===== src/rtl/serial_adder_pkg.sv =====
// Shared definitions for the bit-serial adder: FSM state encoding and the
// helper that sizes the bit counter from the operand width.
package serial_adder_pkg;

    // 2'd3 is never entered; the FSM treats it as IDLE.
    typedef enum logic [1:0] {
        ST_IDLE  = 2'd0,
        ST_SHIFT = 2'd1,
        ST_DONE  = 2'd2
    } state_t;

    // Bits needed to count 0..width-1 (at least one bit).
    function automatic int cnt_width(input int width);
        return (width > 1) ? $clog2(width) : 1;
    endfunction

endpackage


===== src/rtl/serial_adder_full_adder.sv =====
// One-bit full adder cell: two half-adder stages (xor/and) joined by an OR
// on the two partial carries. Purely combinational.
module full_adder (
    input  logic a,
    input  logic b,
    input  logic cin,
    output logic s,
    output logic cout
);

    logic p;   // first half-adder sum (propagate)
    logic g;   // first half-adder carry (generate)
    logic t;   // second half-adder carry

    assign p    = a ^ b;
    assign g    = a & b;
    assign s    = p ^ cin;
    assign t    = p & cin;
    assign cout = g | t;

endmodule


===== src/rtl/serial_adder.sv =====
// Bit-serial unsigned adder, LSB first. Operands are captured on an accepted
// start, one bit per clock passes through a single full adder and a carry
// flop, and the finished sum/carry are published together with a one-cycle
// done pulse.
module serial_adder
    import serial_adder_pkg::*;
#(
    parameter int WIDTH = 4
) (
    input  logic             clk,
    input  logic             rst,
    input  logic             start,
    input  logic [WIDTH-1:0] a,
    input  logic [WIDTH-1:0] b,
    output logic             busy,
    output logic             done,
    output logic [WIDTH-1:0] sum,
    output logic             carry_out
);

    localparam int CW = cnt_width(WIDTH);

    state_t           state;
    state_t           state_nxt;
    logic [WIDTH-1:0] a_sr;
    logic [WIDTH-1:0] b_sr;
    logic [WIDTH-1:0] sum_sr;
    logic [CW-1:0]    count;
    logic             c;
    logic             fa_s;
    logic             fa_cout;
    logic             accept;
    logic             last_bit;

    // Start is only honoured when no addition is in flight.
    assign accept   = start && ((state == ST_IDLE) || (state == ST_DONE));
    assign last_bit = (state == ST_SHIFT) && (count == CW'(WIDTH - 1));

    full_adder u_fa (
        .a    (a_sr[0]),
        .b    (b_sr[0]),
        .cin  (c),
        .s    (fa_s),
        .cout (fa_cout)
    );

    // State register with synchronous reset.
    always_ff @(posedge clk) begin
        // NOTE: sequential state uses non-blocking assignments so every flop
        // samples pre-edge values regardless of block ordering.
        if (rst) begin
            state <= ST_IDLE;
        end else begin
            state <= state_nxt;
        end
    end

    // Next-state decode.
    always_comb begin
        // NOTE: default assignment first so no path leaves state_nxt unassigned
        // (which would infer a latch).
        state_nxt = ST_IDLE;
        case (state)
            ST_IDLE:  state_nxt = start ? ST_SHIFT : ST_IDLE;
            ST_SHIFT: state_nxt = last_bit ? ST_DONE : ST_SHIFT;
            ST_DONE:  state_nxt = start ? ST_SHIFT : ST_IDLE;
            default:  state_nxt = ST_IDLE;
        endcase
    end

    // Status outputs decoded from the current state.
    always_comb begin
        busy = 1'b0;
        done = 1'b0;
        case (state)
            ST_SHIFT: busy = 1'b1;
            ST_DONE:  done = 1'b1;
            default: begin
                busy = 1'b0;
                done = 1'b0;
            end
        endcase
    end

    // Datapath: operand/sum shift registers, carry flop, counter, result regs.
    always_ff @(posedge clk) begin
        if (rst) begin
            a_sr      <= '0;
            b_sr      <= '0;
            sum_sr    <= '0;
            count     <= '0;
            c         <= 1'b0;
            sum       <= '0;
            carry_out <= 1'b0;
        end else if (accept) begin
            a_sr   <= a;
            b_sr   <= b;
            sum_sr <= '0;
            count  <= '0;
            c      <= 1'b0;
        end else if (state == ST_SHIFT) begin
            a_sr   <= a_sr >> 1;
            b_sr   <= b_sr >> 1;
            sum_sr <= {fa_s, sum_sr[WIDTH-1:1]};
            c      <= fa_cout;
            count  <= count + CW'(1);
            // Publish only the complete result, on the edge that enters DONE.
            if (last_bit) begin
                sum       <= {fa_s, sum_sr[WIDTH-1:1]};
                carry_out <= fa_cout;
            end
        end
    end

endmodule


===== config.mk =====
export PLATFORM = sky130hd
export DESIGN_NAME = serial_adder
export DESIGN_NICKNAME = d
export VERILOG_FILES = /design/src/rtl/serial_adder_pkg.sv /design/src/rtl/serial_adder_full_adder.sv /design/src/rtl/serial_adder.sv
export SDC_FILE = /design/constraint.sdc
export NUM_CORES = 1
export LEC_CHECK = 0
export CORE_ASPECT_RATIO = 1.25
export CORE_MARGIN = 10
export CORE_UTILIZATION = 47
export CTS_CLUSTER_DIAMETER = 100
export DETAILED_ROUTE_END_ITERATION = 8
export PLACE_DENSITY = 0.77
export SYNTH_ARGS = -nofsm -noshare
export SYNTH_HDL_FRONTEND = slang
export SYNTH_SLANG_ARGS = --single-unit

===== constraint.sdc =====
create_clock -name clk -period 1.43 [get_ports clk]
set_clock_uncertainty 0.2 [all_clocks]
set_input_delay 0.3575 -clock clk [delete_from_list [all_inputs] [get_ports clk]]
set_output_delay 0.3575 -clock clk [all_outputs]
set_load 0.01 [all_outputs]

## Word-level counts from Yosys, hierarchy flattened

Cells that the tools add are included.

| word-level totals | value |
|---|---|
| register bits | 22 |
| input bits | 11 |
| output and inout bits | 7 |
| word-level logic and storage cells | 35 |

| operators by class | value |
|---|---|
| add/sub/neg operators | 1 |
| equality and inequality tests | 3 |
| multiplexer cells | 9 |
| bitwise logic cells | 6 |
| reductions and logical operators | 8 |

Operators by type and width:

| kind | number |
|---|---|
| $mux W4 | 4 |
| $eq A2 B2 Y1 const B | 2 |
| $pmux W2 S2 | 1 |
| $reduce_or A2 Y1 | 2 |
| $mux W1 | 3 |
| $reduce_and A3 Y1 | 1 |
| $add A2 B1 Y2 const B | 1 |
| $and A1 B1 Y1 | 2 |
| $eq A2 B1 Y1 const B | 1 |
| $logic_and A1 B1 Y1 | 2 |
| $logic_not A2 Y1 | 1 |
| $mux W2 | 1 |
| $reduce_bool A2 Y1 | 1 |
| $xor A1 B1 Y1 | 2 |
| $logic_or A1 B1 Y1 | 1 |
| $not A1 Y1 | 1 |
| $or A1 B1 Y1 | 1 |

## Depth between registers and ports, before layout

| depth | value |
|---|---|
| depth in word-level cells | 5 |
| gate-level depth with buffers | 5 |

## Modules after synthesis

From an unflattened synthesis, not the netlist that was laid out.

| second synthesis, totals | value |
|---|---|
| cell total of the unflattened synthesis | 95 |
| area total of the unflattened synthesis | 828.3 um^2 |

Modules (own cells, without submodules):

| module | times used | cells each | area an instance (um^2) |
|---|---|---|---|
| serial_adder | 1 | 94 | 808.3 |
| full_adder | 1 | 1 | 20.0 |

## Worst setup path before layout

OpenSTA, ideal clock, no wires.

| timing | value |
|---|---|
| path type | register to register |
| start point | register c |
| end point | register sum[3] |
| arrival time | 1014 ps |
| required time | 1159 ps |
| setup slack | 145 ps |
| cell stages (with the launch flop) | 4 |
| clock period less this slack | 1285 ps |
| cell sequence | dfxtp_1 fa_1 nand3_1 a21oi_1 |

| between the ends | value |
|---|---|
| cells in the longest elaborated chain, start to end | 1 |

RTL lines:

| element | RTL line | text |
|---|---|---|
| start: declaration | serial_adder.sv:29 | `logic c;` |
| start signal: assignment | serial_adder.sv:105 | `c <= fa_cout;` |
| $xor A1 B1 Y1 | serial_adder_full_adder.sv:17 | `assign s = p ^ cin;` |
| net fa_s | serial_adder.sv:30 | `logic fa_s;` |
| end signal: assignment | serial_adder.sv:109 | `sum <= {fa_s, sum_sr[WIDTH-1:1]};` |
| end: declaration | serial_adder.sv:17 | `output logic [WIDTH-1:0] sum,` |

The timed path passes the listed nets, and every way through them passes these cells.
A chain may end at the register's enable or synchronous reset.

## Worst setup path in the final report

| timing | value |
|---|---|
| start point | register state[1] |
| end point | output port busy |

| between the ends | value |
|---|---|
| cells in the longest elaborated chain, start to end | 2 |

RTL lines:

| element | RTL line | text |
|---|---|---|
| start: declaration | serial_adder.sv:23 | `state_t state;` |
| start signal: assignment | serial_adder.sv:54 | `state <= state_nxt;` |
| $eq A2 B1 Y1 | serial_adder.sv:75 | `case (state)` |
| $mux W1 | serial_adder.sv:75 |  |
| end: declaration | serial_adder.sv:15 | `output logic busy,` |

No other way between the ends.

==> metrics.log <==
[metrics] final cell area excluding filler cells: 0.00108 mm²
[metrics] Detailed Route Iter0 Violations: 17
[metrics] port bufs: 17
[metrics] routed wirelength normalized by instance count: 13.4 µm
[metrics] die outline area: 0.00385 mm²
[metrics] violated checks: negative setup slack
[metrics] post-synth net total: 108
[metrics] pin count of the biggest net entering global routing: 20
[metrics] source-to-sink clock delay at the later pin of the worst-skew pair: 0.30 ns
[metrics] actual slew at the worst max-slew pin: 0.256 ns
[metrics] data arrival time of the critical path: 0.94 ns
[metrics] H-tree levels: 1
[metrics] power density over the cells: 989 mW/mm²
[metrics] hold violation total from the final report: 0
[metrics] DR DRC count: 0
[metrics] run status: finished, violations left
[metrics] cell area after synthesis: 828 µm²
[metrics] routed vias/inst: 5.36
[metrics] initial core utilization: 0.511
[metrics] placeable core area: 0.00162 mm²
[metrics] path type of the worst min-delay path: reg -> reg
[metrics] total of max-cap violations: 0
[metrics] core utilization of the finished layout: 0.667
[metrics] Layout Area Growth over Synthesis: 30.5%
[metrics] Final min period: 1.50 ns
[metrics] type of the setup path with the least slack: reg -> out
[metrics] Setup-failing EPs final: 2
[metrics] wirelength, routed: 1840 µm
[metrics] Setup crit end kind: output port
[metrics] CTS root buf: sky130_fd_sc_hd__clkbuf_4
[metrics] final cycle utilization of the critical path: 1.05
[metrics] TritonCTS clock tree: built
[metrics] vias in the first global route: 744
[metrics] post-placement setup slack: -0.313 ns
[metrics] final count of pins violating max slew: 0
[metrics] GR met2 Demand/Resource: 0.173
[metrics] height of the die: 66.9 µm
[metrics] hold_ws: 0.256 ns
[metrics] met3 track utilization from global routing: 0.0474
[metrics] synth warn: 0
[metrics] Ports: 18
[metrics] CP startpoint kind: register
[metrics] net count reported at finish: 133
[metrics] wire length of the first global-routing pass: 3030 µm
[metrics] worst IR drop on VDD: 0.000644 V
[metrics] number of library cell types mapped by synthesis: 22
[metrics] overflow left after global routing: 0
[metrics] achievable frequency: 668 MHz
[metrics] CTS sink cnt: 21
[metrics] Antenna Violating Nets Remaining: 0
[metrics] DP Wirelength: 1390 µm
[metrics] most common cell after layout, fill and taps aside: sky130_fd_sc_hd__nand2_1
[metrics] total number of vias: 734
[metrics] GR peak layer: met2
[metrics] clock transition at the registers of the reported paths: 0.11 ns
[metrics] share of layout cells above drive strength 1: 0.277
[metrics] First-pass DRT Iterations: 4
[metrics] last weighted congestion value of the routability-driven placer: 0.748
[metrics] Area after DPL: 0.00104 mm²
[metrics] synthesized instance count: 95
[metrics] # diodes: 0
[metrics] fin worst setup slack: -0.0668 ns
[metrics] row count: 16
[metrics] unrepaired setup endpoints after global routing: true
[metrics] Pleak: 0.429 nW
[metrics] post-synthesis sequential element count: 21
[metrics] leading cell types in the layout, fill and taps excluded: sky130_fd_sc_hd__nand2_1, sky130_fd_sc_hd__dfxtp_1, sky130_fd_sc_hd__a21oi_1
[metrics] die outline width: 57.6 µm
[metrics] maximum fanout count along the critical path: 3
[metrics] cts bufs inserted: 3
[metrics] total global routing track utilization: 0.0978
[metrics] Max Buffers Root-to-Sink: 2
[metrics] sequential fraction of the synthesis area: 0.508
[metrics] required time of the critical path: 0.87 ns
[metrics] Max-Slew Margin vs Limit: 0.828
[metrics] initial antenna violation count: 0
[metrics] M1 GR Usage: 0.0876
[metrics] average instance area after synthesis: 8.72 µm²
-- through the flow --
stage | total power [W] | instances | TNS [ns]
final | 0.00107 | 137 | -0.114
after global routing | 0.00113 | 137 | -0.325
after CTS | 0.00107 | 135 | -0.154
after detailed placement | 0.000795 | 131 | -4.30
after global placement | 0.000789 | 131 | -3.50
after floorplan | 0.000732 | 95 | 0
-- cell usage after synthesis, drive strengths merged --
master	count	area (µm²)
buf	5	31.3
dfxtp	21	420
fa	1	20.0
nor2	5	18.8
nand2b	3	21.3
o21a	1	7.51
nand3b	1	7.51
o22ai	3	18.8
ha	1	12.5
mux2i	2	20.0
a311oi	2	17.5
xnor2	1	8.76
a22oi	1	7.51
nor3	8	40.0
inv	1	3.75
nand2	19	71.3
clkbuf	1	3.75
nor2b	2	12.5
nand3	6	30.0
a21oi	11	55.1
-- worst max-delay path: stages, from the launching register on --
cell	delay [ns]
sky130_fd_sc_hd__dfxtp_2	0.34
sky130_fd_sc_hd__nand2b_4	0.15
sky130_fd_sc_hd__inv_4	0.05
sky130_fd_sc_hd__buf_6	0.09
-- path summary, 6_finish.rpt --
check	startpoint	end	slack, ns	cells after the start
hold / removal	sum[0]	sum[0]	0.26	2
setup reg to reg	state[1]	a_sr[2]	0.01	5
setup / recovery	state[1]	busy	-0.07	3
hold reg to reg	sum[0]	sum[0]	0.26	2
-- kinds of logic (layout without fill, tap and decap cells) --
| logic type | Yosys count | count (layout) | synth area share |
|---|---|---|---|
| AO/OA/AOI/OAI | 18 | 18 | 0.128 |
| XOR/XNOR | 1 | 1 | 0.0106 |
| adder cells (fa/ha/maj) | 2 | 2 | 0.0393 |
| buffers and inverters | 7 | 31 | 0.0468 |
| flip-flops | 21 | 21 | 0.508 |
| multiplexers | 2 | 2 | 0.0242 |
| AND/OR/NAND/NOR | 44 | 44 | 0.243 |
-- repair_timing --
action | CTS | global route
pin swaps | 0 | 1
setup endpoints to repair | 18 | 12
resized for setup | 32 | 12
setup buffers | 0 | 2
hold buffers | 0 | 0
-- area by class of cell --
| class | count | area (µm²) |
|---|---|---|
| timing repair buffer | 26 | 211 |
| clock buffer | 4 | 26.3 |
| tap | 18 | 22.5 |
| multi-input combinational | 67 | 383 |
| inverter | 1 | 6.26 |
| sequential | 21 | 432 |
| fill | 139 | 541 |
-- power breakdown --
part | switching, W | internal [W] | total, W
Sequential | 0.0000188 | 0.000611 | 0.000630
Clock | 0.000169 | 0.000109 | 0.000278
Combinational | 0.0000778 | 0.0000835 | 0.000161
Total | 0.000265 | 0.000804 | 0.00107
-- state kept, by name (all words and copies together) (netlist names) --
| register | cells |
|---|---|
| b_sr | 4 |
| count | 2 |
| carry_out | 1 |
| c | 1 |
| sum | 4 |
| state | 2 |
| sum_sr | 3 |
| a_sr | 4 |
-- per-layer routing --
metal	wire length (µm)	share of wire	up-vias
met3	174	0.095	5
met4	34	0.019	0
li1	-	-	371
met2	916	0.50	32
met1	712	0.39	326
met5	0	0	-
Power figures use the tool's default switching activity.
